--- config.mk ---
export PLATFORM = sky130hd
export DESIGN_NAME = gpr_file
export DESIGN_NICKNAME = d
export VERILOG_FILES = /design/src/rtl/gpr_pkg.sv /design/src/rtl/gpr_clear_fsm.sv /design/src/rtl/gpr_file.sv
export SDC_FILE = /design/constraint.sdc
export NUM_CORES = 1
export LEC_CHECK = 0
export BUFFER_PORTS_ARGS = -buffer_cell sky130_fd_sc_hd__buf_2
export CAP_MARGIN = 20
export CELL_PAD_IN_SITES_DETAIL_PLACEMENT = 1
export CELL_PAD_IN_SITES_GLOBAL_PLACEMENT = 2
export CORE_ASPECT_RATIO = 1.4
export CORE_MARGIN = 2
export CORE_UTILIZATION = 50
export CTS_BUF_LIST = sky130_fd_sc_hd__clkbuf_2 sky130_fd_sc_hd__clkbuf_4 sky130_fd_sc_hd__clkbuf_8
export DETAILED_ROUTE_END_ITERATION = 8
export GPL_TIMING_DRIVEN = 0
export PLACE_DENSITY = 0.88
export REMOVE_ABC_BUFFERS = 1
export SYNTH_ARGS = -nofsm -noshare
export SYNTH_HDL_FRONTEND = slang
export SYNTH_HIERARCHICAL = 1
export SYNTH_SLANG_ARGS = --single-unit
--- constraint.sdc ---
create_clock -name i_clk -period 4 [get_ports i_clk]
set_input_delay 0.8 -clock i_clk [delete_from_list [all_inputs] [get_ports i_clk]]
set_output_delay 0.8 -clock i_clk [all_outputs]
set_load 0.005 [all_outputs]
--- src/rtl/gpr_pkg.sv ---
// Shared definitions for the general-purpose register file: FSM state
// encoding and small helpers used by the clear sweep.
package gpr_pkg;

    // Register file lifecycle: CLEAR zeroes every entry, RUN serves accesses.
    typedef enum logic [0:0] {
        ST_CLEAR = 1'b0,
        ST_RUN   = 1'b1
    } gpr_state_e;

    // True when the sweep counter points at the last register of the file.
    function automatic logic sweep_last(input int cnt, input int depth);
        return cnt == (depth - 1);
    endfunction

endpackage

--- src/rtl/gpr_clear_fsm.sv ---
// CLEAR/RUN sequencer. After reset it walks every register address once,
// asserting a clear strobe, then raises ready and stays in RUN until the
// next reset. All outputs are registered.
module gpr_clear_fsm
    import gpr_pkg::*;
#(
    parameter int DEPTH = 32,
    parameter int AW    = $clog2(DEPTH)
) (
    input  logic          i_clk,
    input  logic          i_rst,
    output logic [AW-1:0] o_clr_addr,
    output logic          o_clr_we,
    output logic          o_ready
);

    gpr_state_e    r_state;
    logic [AW-1:0] r_cnt;
    logic          r_clr_we;
    logic          r_ready;

    // State, sweep counter and strobes advance together; reset parks the sweep at 0
    always_ff @(posedge i_clk) begin
        if (i_rst) begin
            r_state  <= ST_CLEAR;
            r_cnt    <= '0;
            r_clr_we <= 1'b1;
            r_ready  <= 1'b0;
        end else begin
            case (r_state)
                ST_CLEAR: begin
                    if (sweep_last(int'(r_cnt), DEPTH)) begin
                        r_state  <= ST_RUN;
                        r_cnt    <= '0;
                        r_clr_we <= 1'b0;
                        r_ready  <= 1'b1;
                    end else begin
                        r_cnt    <= r_cnt + 1'b1;
                        r_clr_we <= 1'b1;
                        r_ready  <= 1'b0;
                    end
                end
                ST_RUN: begin
                    r_clr_we <= 1'b0;
                    r_ready  <= 1'b1;
                end
                default: begin
                    r_state  <= ST_CLEAR;
                    r_cnt    <= '0;
                    r_clr_we <= 1'b1;
                    r_ready  <= 1'b0;
                end
            endcase
        end
    end

    assign o_clr_addr = r_cnt;
    assign o_clr_we   = r_clr_we;
    assign o_ready    = r_ready;

endmodule

--- src/rtl/gpr_file.sv ---
// General-purpose register file: one write port, NUM_RD registered read
// ports with write-first bypass, optional hard-wired zero register and a
// self-clearing sweep after every reset.
module gpr_file
    import gpr_pkg::*;
#(
    parameter int WIDTH    = 32,
    parameter int DEPTH    = 32,
    parameter int NUM_RD   = 2,
    parameter int ZERO_REG = 0,
    localparam int AW      = $clog2(DEPTH)
) (
    input  logic                    i_clk,
    input  logic                    i_rst,
    input  logic                    i_we,
    input  logic [AW-1:0]           i_waddr,
    input  logic [WIDTH-1:0]        i_wdata,
    input  logic [NUM_RD-1:0]       i_re,
    input  logic [NUM_RD*AW-1:0]    i_raddr,
    output logic [NUM_RD*WIDTH-1:0] o_rdata,
    output logic                    o_ready
);

    // One extra bit so DEPTH itself is representable for the range compare.
    localparam logic [AW:0] DEPTH_L = (AW+1)'(DEPTH);
    localparam logic        ZR_EN   = (ZERO_REG != 0);

    logic [WIDTH-1:0] reg_gprs [DEPTH];

    logic [AW-1:0] w_clr_addr;
    logic          w_clr_we;
    logic          w_ready;
    logic          w_waddr_ok;
    logic          w_wr_ok;

    gpr_clear_fsm #(
        .DEPTH (DEPTH),
        .AW    (AW)
    ) u_clear_fsm (
        .i_clk      (i_clk),
        .i_rst      (i_rst),
        .o_clr_addr (w_clr_addr),
        .o_clr_we   (w_clr_we),
        .o_ready    (w_ready)
    );

    // A write is accepted only in RUN, inside the file, and never to a hard-wired zero.
    assign w_waddr_ok = ({1'b0, i_waddr} < DEPTH_L) && !(ZR_EN && (i_waddr == '0));
    assign w_wr_ok    = i_we && w_ready && !i_rst && w_waddr_ok;

    // Storage: the sweep owns the array while clearing, otherwise accepted writes land
    always_ff @(posedge i_clk) begin
        if (w_clr_we) begin
            reg_gprs[w_clr_addr] <= '0;
        end else if (w_wr_ok) begin
            reg_gprs[i_waddr] <= i_wdata;
        end
    end

    for (genvar k = 0; k < NUM_RD; k++) begin : g_rd
        logic [AW-1:0]    w_raddr;
        logic             w_rzero;
        logic [WIDTH-1:0] w_rd_val;
        logic [WIDTH-1:0] r_rdata_p1;

        assign w_raddr = i_raddr[k*AW +: AW];
        // Out-of-range addresses and the hard-wired zero read 0 and never bypass.
        assign w_rzero = ({1'b0, w_raddr} >= DEPTH_L) || (ZR_EN && (w_raddr == '0));

        // Read mux with write-first bypass of a same-cycle write to the same address
        always_comb begin
            w_rd_val = reg_gprs[w_raddr];
            if (w_rzero) begin
                w_rd_val = '0;
            end else if (w_wr_ok && (i_waddr == w_raddr)) begin
                w_rd_val = i_wdata;
            end
        end

        // Stage p1: read data register, zero outside RUN, holds when the port is idle
        always_ff @(posedge i_clk) begin
            if (i_rst || !w_ready) begin
                r_rdata_p1 <= '0;
            end else if (i_re[k]) begin
                r_rdata_p1 <= w_rd_val;
            end
        end

        assign o_rdata[k*WIDTH +: WIDTH] = r_rdata_p1;
    end

    assign o_ready = w_ready;

endmodule

# After elaboration in Yosys (flattened, before gate mapping)
# Memory sizes are Yosys's and may differ from the RTL's.
# Index checks and enable logic that the tools add are counted.
[totals] register_bits=72 ram_bits=1024 inputBits=52 out_inout_bits=65 elab_cells=36 memories=1
[memory_table] memory="reg_gprs" depth=32 width=32 rd=2 rd_clocked_by_memory_dff=0 wr=1 line="gpr_file.sv:28" rtl="logic [WIDTH-1:0] reg_gprs [DEPTH];"
[classes] addsub=1 n_eq_ne=3 mux=16 n_bitwise=1 reduce_logical=8
[op_table] op="$mux 32" count=3
[op_table] op="$reduce_or 32->1" count=1
[op_table] op="$eq 5x5->1" count=2
[op_table] op="$mux 5" count=2
[op_table] op="$mux 1" count=9
[op_table] op="$add 5x1->5 const B" count=1
[op_table] op="$eq 5x1->1 const B" count=1
[op_table] op="$logic_and 1x1->1" count=4
[op_table] op="$pmux 1 s2" count=2
[op_table] op="$logic_not 1->1" count=2
[op_table] op="$logic_or 1x1->1" count=1
[op_table] op="$not 1->1" count=1

# Longest topological paths before layout
# Gate-level depths: netlist of the first run.
[depth] word_depth=7 ltp_mapped=9 depth_no_buf=6

# Hierarchy
# Netlist of the first run, hierarchy kept.
[modules_own_cells] mod="gpr_file" instances=1 cells_per_inst=2525 area_per_inst_um2=50168.1 seq_area_each_um2=32030.7
[modules_own_cells] mod="gpr_clear_fsm" instances=1 cells_per_inst=30 area_per_inst_um2=289.0 seq_area_each_um2=140.1

# Worst setup path before layout of the first run
# No wires, ideal clock.
[synth_path] kind="input-to-reg" start="in i_rst" end="mem reg_gprs[10][0] (enable)" setup_ns=0.421 t_arrival_ns=3.302 t_required_ns=3.579 path_slack_ns=0.277 cell_stages=7 n_path_buf=2 cell_sequence="nor4bb_1 clkbuf_1 clkbuf_1 nand3b_1 o21ai_0 nand2_1 nor2_1"
[synth_via] elab_chain_cells=7 word_cells_on_any_way=8 classes_between="5 x mux; 3 x reduce/logical"
[synth_lines] item="start, declared" line="gpr_file.sv:14" rtl="input logic i_rst,"
[synth_lines] item="$logic_not 1->1 *" line="gpr_file.sv:49" rtl="assign w_wr_ok = i_we && w_ready && !i_rst && w_waddr_ok;"
[synth_lines] item="$logic_and 1x1->1 *" line="gpr_file.sv:49"
[synth_lines] item="$mux 1 *" line="gpr_file.sv:55" rtl="end else if (w_wr_ok) begin"
[synth_lines] item="$mux 1 *" line="gpr_file.sv:53" rtl="if (w_clr_we) begin"
[synth_lines] item="$mux 1 (not written as such) *" line="gpr_file.sv:56" rtl="reg_gprs[i_waddr] <= i_wdata;"
[synth_lines] item="$reduce_or 32->1 (no source line)"
[synth_lines] item="$mux 5 (no source line) or $mux 1 (tied branches)"
[synth_lines] item="end, declared" line="gpr_file.sv:28"
# Every way passes the cells marked *; elsewhere a longest branch is shown, timed or not.

==> flow_summary.json, run 1 <==
{
  "outcome": "completed",
  "instances_no_fill": 4192,
  "yosysTopAreaCell": "edfxtp_1",
  "dp_cells": 3885,
  "start_util_pct": 50.49,
  "slew_headroom_pct": 21.56,
  "p_leak_nw": 19.86,
  "register_area_mm2": 0.03217,
  "via_per_inst": 7.273,
  "rows": 137,
  "dpl.hpwl_um": 105900,
  "numClockSinks": 1095,
  "multiInputGateArea_mm2": 0.01753,
  "ys_seq_area_share_pct": 63.76,
  "startpoint_type": "flop",
  "grt_overflow_total": 0,
  "top_usage_layer": "met2",
  "use_met3_pct": 7.013,
  "post-route-util_pct": 57.83,
  "synth_edf_count": 1024,
  "drt_iter0_markers": 3716,
  "ant_nets": 0,
  "critPathMaxFanout": 25,
  "nNetsFinal": 2792,
  "finalSetupViolations": 0,
  "core_mm2": 0.09993,
  "clockBufferDepth": 3,
  "antenna_found_initial": 5,
  "crit_arrival_ps": 4430,
  "syn_to_final_growth_pct": 14.55,
  "grt_pass1_vias": 32850,
  "final-hold-violation-count": 0,
  "synth_warnings": 6,
  "worst_setup_path_end_kind": "flop",
  "synth.top_cell.area_share_pct": 60.94,
  "drive_above_1_share_pct": 38.86,
  "period_needed_ps": 3678,
  "syn_inst": 2555,
  "maxSlewViolCount": 0,
  "grt_max_degree": 98,
  "cts_buffers": 163,
  "cts-htree-levels": 4,
  "first_pass_iters": 6,
  "cts_tree": "done",
  "fill_cells": 8565,
  "clk_pin_slew_worst_paths_ps": 70,
  "synth-seq-cells": 1095,
  "max_cap_viol_count": 0,
  "total_power_mw": 23.75,
  "clkLatencyLatePin_ps": 890,
  "drc_errors": 0,
  "synth_flop_cell": "edfxtp_1",
  "pin_count": 117,
  "required_ps": 4750,
  "dieWidth_um": 272.5,
  "timing.fmax_mhz": 271.9,
  "synth_cell_type_count": 48,
  "critPathKind": "flop to flop",
  "cellPowerDensity_mw_per_mm2": 411.0,
  "synth_area_mm2": 0.05046,
  "grt_util_met1_pct": 38.34,
  "async_reset_ff_share_pct": 0,
  "skew_ps": 46.83,
  "tightest_slew_ps": 1173,
  "track_usage_pct": 32.86,
  "synth.avg_cell_area_um2": 19.75,
  "grt_pass1_wl_um": 239600,
  "rsz0062_at_grt": "no",
  "ctsHoldBuffers": 0,
  "port-buffer-count": 116,
  "die_area_mm2": 0.1035,
  "use_met2_pct": 53.92,
  "vdd_ir_drop_max_v": 0.0002200,
  "gp_congestion": 0.7584,
  "vias": 30490,
  "die_h_um": 379.9,
  "hold_path_class": "primary input to flop",
  "cts-root-buf": "clkbuf_8",
  "min_period_over_period_pct": 91.96,
  "wirelength_um": 167500,
  "wl_per_cell_um": 39.95,
  "yosys-top-cells-area": "edfxtp_1 61%, mux4_2 25%, mux2i_1 2.9%, dfxtp_1 2.8%, a22oi_1 1.2%"
}
-- sequential cells by signal, summed over array words and instances (netlist names) --
name / flops
g_rd.r_rdata_p1: 64
u_clear_fsm/o_clr_we: 1
reg_gprs: 1024
u_clear_fsm/o_clr_addr: 5
u_clear_fsm/r_state: 1
-- path summary, 6_finish.rpt --
check | from | to | slack, ps | cells past startpoint
setup / recovery | u_clear_fsm/r_state | g_rd[1].r_rdata_p1[13] | 320 | 5
hold / removal | i_wdata[25] | g_rd[0].r_rdata_p1[25] | 220 | 3
setup reg to reg | u_clear_fsm/r_state | g_rd[1].r_rdata_p1[13] | 320 | 5
hold reg to reg | g_rd[0].r_rdata_p1[27] | g_rd[0].r_rdata_p1[27] | 510 | 2
-- critical path: stages (launching register included) --
cell and delay (ps):
dfxtp_1 670, nor2b_4 600, buf_12 260, nand2_2 550
or3_1 1040, o221ai_1 390
-- cells in the final DEF (no fill, tap or decap), drive strengths merged, types with 52 or more instances in the layout --
cell,Yosys,layout
clkinv,1,52
buf,124,227
edfxtp,1024,1024
nor2,52,52
mux2i,147,147
mux4,556,556
a22oi,81,81
clkbuf,85,229
o21ai,71,71
dfxtp,71,71
-- cells by family (layout without fill, tap and decap cells) --
group                    Yosys count  in the layout  share of synthesized area [%]
flip-flops                      1095           1095                          63.76
buffers and inverters            227            541                          2.239
AO/OA/AOI/OAI                    281            281                          3.653
multiplexers                     704            704                          27.76
adder cells (fa/ha/maj)            2              2                        0.04959
XOR/XNOR                          10             10                         0.1736
other                              0              3                              0
AND/OR/NAND/NOR                  236            236                          2.371
-- Yosys cell counts (all sizes together) (19+ instances only) --
library cell  count
buf             124
nor3             30
o21ai            71
a21oi            48
nand2            43
mux2i           147
mux4            556
and2             35
nor4             19
dfxtp            71
edfxtp         1024
clkbuf           85
a22oi            81
nor2             52
-- per-stage QoR --
stage / setup slack (ps) / hold slack [ps] / instance area (um2) / TNS (ps)
2_1_floorplan: -1744 / 479.1 / 49390 / -2062290
3_3_place_gp: -13020 / 477.4 / 51630 / -
3_5_place_dp: -780.4 / 492.2 / 54440 / -85570
4_1_cts: 97.62 / 148.8 / 57700 / 0
5_1_grt: 266.2 / 194.9 / 57790 / 0
6_report: 321.5 / 216.2 / 57800 / 0
-- routing by layer --
metal | wire length (um) | part of all wire, % | vias to the layer above
li1 | - | - | 11410
met1 | 54360 | 32 | 16030
met2 | 83590 | 50 | 2344
met3 | 15360 | 9.2 | 694
met4 | 14150 | 8.5 | 4
met5 | 18 | 0.011 | -
-- power breakdown --
group | switching (mW) | internal (mW)
Sequential | 0.0609 | 12.5
Clock | 4.55 | 4.83
Combinational | 1.05 | 0.803
Total | 5.65 | 18.1
-- layout make-up --
cell class / count / share of cell area, %
tap: 1320 / 2.858
antenna: 3 / 0.01299
inverter: 18 / 0.1169
timing repair buffer: 227 / 5.375
sequential: 1095 / 55.66
multi-input combinational: 1233 / 30.33
clock buffer: 229 / 4.880
clock inverter: 67 / 0.7663
-- what timing repair did --
action / CTS / global route
resized for setup: 0 / 2
setup endpoints to repair: 0 / 69
buffers inserted: 0 / 7
(Power assumes the default switching activity.)
==> inputs of run 2 (changes only) <==
--- a/config.mk
+++ b/config.mk
@@ -5,7 +5,6 @@
 export SDC_FILE = /design/constraint.sdc
 export NUM_CORES = 1
 export LEC_CHECK = 0
-export BUFFER_PORTS_ARGS = -buffer_cell sky130_fd_sc_hd__buf_2
 export CAP_MARGIN = 20
 export CELL_PAD_IN_SITES_DETAIL_PLACEMENT = 1
 export CELL_PAD_IN_SITES_GLOBAL_PLACEMENT = 2
@@ -14,9 +13,11 @@
 export CORE_UTILIZATION = 50
 export CTS_BUF_LIST = sky130_fd_sc_hd__clkbuf_2 sky130_fd_sc_hd__clkbuf_4 sky130_fd_sc_hd__clkbuf_8
 export DETAILED_ROUTE_END_ITERATION = 8
+export DONT_BUFFER_PORTS = 1
 export GPL_TIMING_DRIVEN = 0
-export PLACE_DENSITY = 0.88
+export PLACE_DENSITY = 0.87
 export REMOVE_ABC_BUFFERS = 1
+export SETUP_SLACK_MARGIN = 0.3
 export SYNTH_ARGS = -nofsm -noshare
 export SYNTH_HDL_FRONTEND = slang
 export SYNTH_HIERARCHICAL = 1
==> flow_summary.json, run 2 (synthesis gave the netlist of run 1 again) <==
{
  "outcome": "completed",
  "min_period_over_period_pct": 92.69,
  "start_util_pct": 50.49,
  "numClockSinks": 1095,
  "worstPathCellList": "nor4bb_4, buf_6, nand2_1, o31ai_1, nand2_1, nor2_4, buf_16, buf_12",
  "worst_setup_path_end_kind": "flop",
  "tightest_slew_ps": 1242,
  "crit_family": "simple AND/OR/NAND/NOR gates",
  "rows": 137,
  "final-hold-violation-count": 0,
  "cp-startpoint": "u_clear_fsm/r_state",
  "vias": 29460,
  "critPathKind": "flop to flop",
  "required_ps": 4550,
  "dpl.hpwl_um": 97080,
  "mostFrequentLayoutCell": "edfxtp_1",
  "timing.setup.tns_ps": 0,
  "finalSetupViolations": 0,
  "rsz0062_at_grt": "no",
  "drc_errors": 0,
  "path_buf_inv": 3,
  "via_per_inst": 7.244,
  "cellPowerDensity_mw_per_mm2": 409.1,
  "grt_max_degree": 258,
  "postPlaceCellArea_mm2": 0.05306,
  "hold_depth": 2,
  "clk_pin_slew_worst_paths_ps": 70,
  "cts-htree-levels": 4,
  "r2r_cells": 8,
  "clkLatencyLatePin_ps": 880,
  "period_needed_ps": 3707,
  "largest_reg_flops": 1024,
  "port-buffer-count": 0,
  "maxSlewViolCount": 0,
  "rr_endpoint": "reg_gprs[0][7]",
  "drive_above_1_share_pct": 35.40,
  "p_leak_nw": 18.99,
  "cp_common_cell": "nand2_1",
  "r2r_setup_slack_ps": 290,
  "grt_overflow_total": 0,
  "cts_tree": "done",
  "cts_buffers": 161,
  "syn_to_final_growth_pct": 12.12,
  "final_area_mm2": 0.05657,
  "vdd_ir_drop_max_v": 0.0003082,
  "drt_iter0_markers": 3521,
  "final_cell_mix": "1024 x edfxtp_1, 556 x mux4_2, 174 x clkbuf_8, 147 x mux2i_1, 81 x a22oi_1",
  "clockBufferDepth": 3,
  "crit_cells": 8,
  "max_cap_viol_count": 0,
  "ant_nets": 0,
  "cp-endpoint": "reg_gprs[0][7]",
  "wl_per_cell_um": 39.87,
  "core_mm2": 0.09993,
  "antenna_found_initial": 3,
  "timing.fmax_mhz": 269.7,
  "die_h_um": 379.9,
  "grt_pass1_vias": 31740,
  "nNetsFinal": 2662,
  "first_pass_iters": 5,
  "cp_slowest_cell": "dfxtp_1",
  "critPathMaxFanout": 15,
  "largest-register": "reg_gprs",
  "crit_arrival_ps": 4260,
  "track_usage_pct": 31.91,
  "slew_headroom_pct": 17.19,
  "hold_path_class": "primary input to flop",
  "worstReg2RegStart": "u_clear_fsm/r_state",
  "wirelength_um": 162200,
  "cts-root-buf": "clkbuf_8",
  "dieWidth_um": 272.5,
  "slowest_delay_ps": 680,
  "die_area_mm2": 0.1035,
  "skew_ps": 37.30,
  "startpoint_type": "flop",
  "gp_congestion": 0.7412,
  "pin_count": 117,
  "grt_pass1_wl_um": 232800
}
==> run 2: final cells by class <==
class                           count  area (um2)
Fill cell                        8495       43360
Sequential cell                  1095       32170
Multi-Input combinational cell   1233       17520
Clock buffer                      210        2665
Timing Repair Buffer               99        1914
Tap cell                         1320        1652
Clock inverter                     91       584.3
Inverter                           18       67.56
Antenna cell                        1       2.502
==> run 2: routing by layer <==
metal / GRT usage (%) / share of wire, % / up-vias
met5: 0 / 0.0080 / -
met3: 7.424 / 9.3 / 583
li1: - / - / 11160
met4: 19.19 / 6.7 / 2
met2: 53.59 / 51 / 1999
met1: 37.32 / 33 / 15720
==> run 2: report_power, final <==
part	internal, mW	leakage [nW]	total (mW)	switching, mW
clock	4.72	1.71	9.33	4.61
sequential	12.5	11.1	12.5	0.0604
combinational	0.732	6.16	1.29	0.560
total	17.9	19.0	23.1	5.23
==> run 2: what timing repair did <==
item	4_1_cts	5_1_grt
endpoints found under the setup margin	248	0
setup buffers	14	0
resized for setup	0	0
hold endpoints to repair	15	0
hold buffers	4	0
==> run 2: worst min path at each step <==
stage / slack [ps] / startpoint / endpoint
floorplan: 480 / g_rd[0].r_rdata_p1[23] / g_rd[0].r_rdata_p1[23]
global placement: 510 / g_rd[0].r_rdata_p1[23] / g_rd[0].r_rdata_p1[23]
detailed placement: 530 / g_rd[0].r_rdata_p1[23] / g_rd[0].r_rdata_p1[23]
CTS: 2 / i_wdata[11] / g_rd[0].r_rdata_p1[11]
global route: 30 / i_re[0] / g_rd[0].r_rdata_p1[1]
finish: 80 / i_wdata[11] / g_rd[0].r_rdata_p1[11]
==> run 2: through the flow <==
stage               instances  util, %  setup WS, ps  hold WS (ps)  power (mW)
finish                   4067    56.61         292.6         76.08       23.15
global route             4067    56.61         320.0         27.28       23.66
CTS                      4064    56.58         491.8         2.226       23.13
detailed placement       3745    53.09         23.35         527.1       14.01
global placement         3666    51.08        -12040         507.4       13.85
floorplan                2346        -         -1744         479.1       13.57
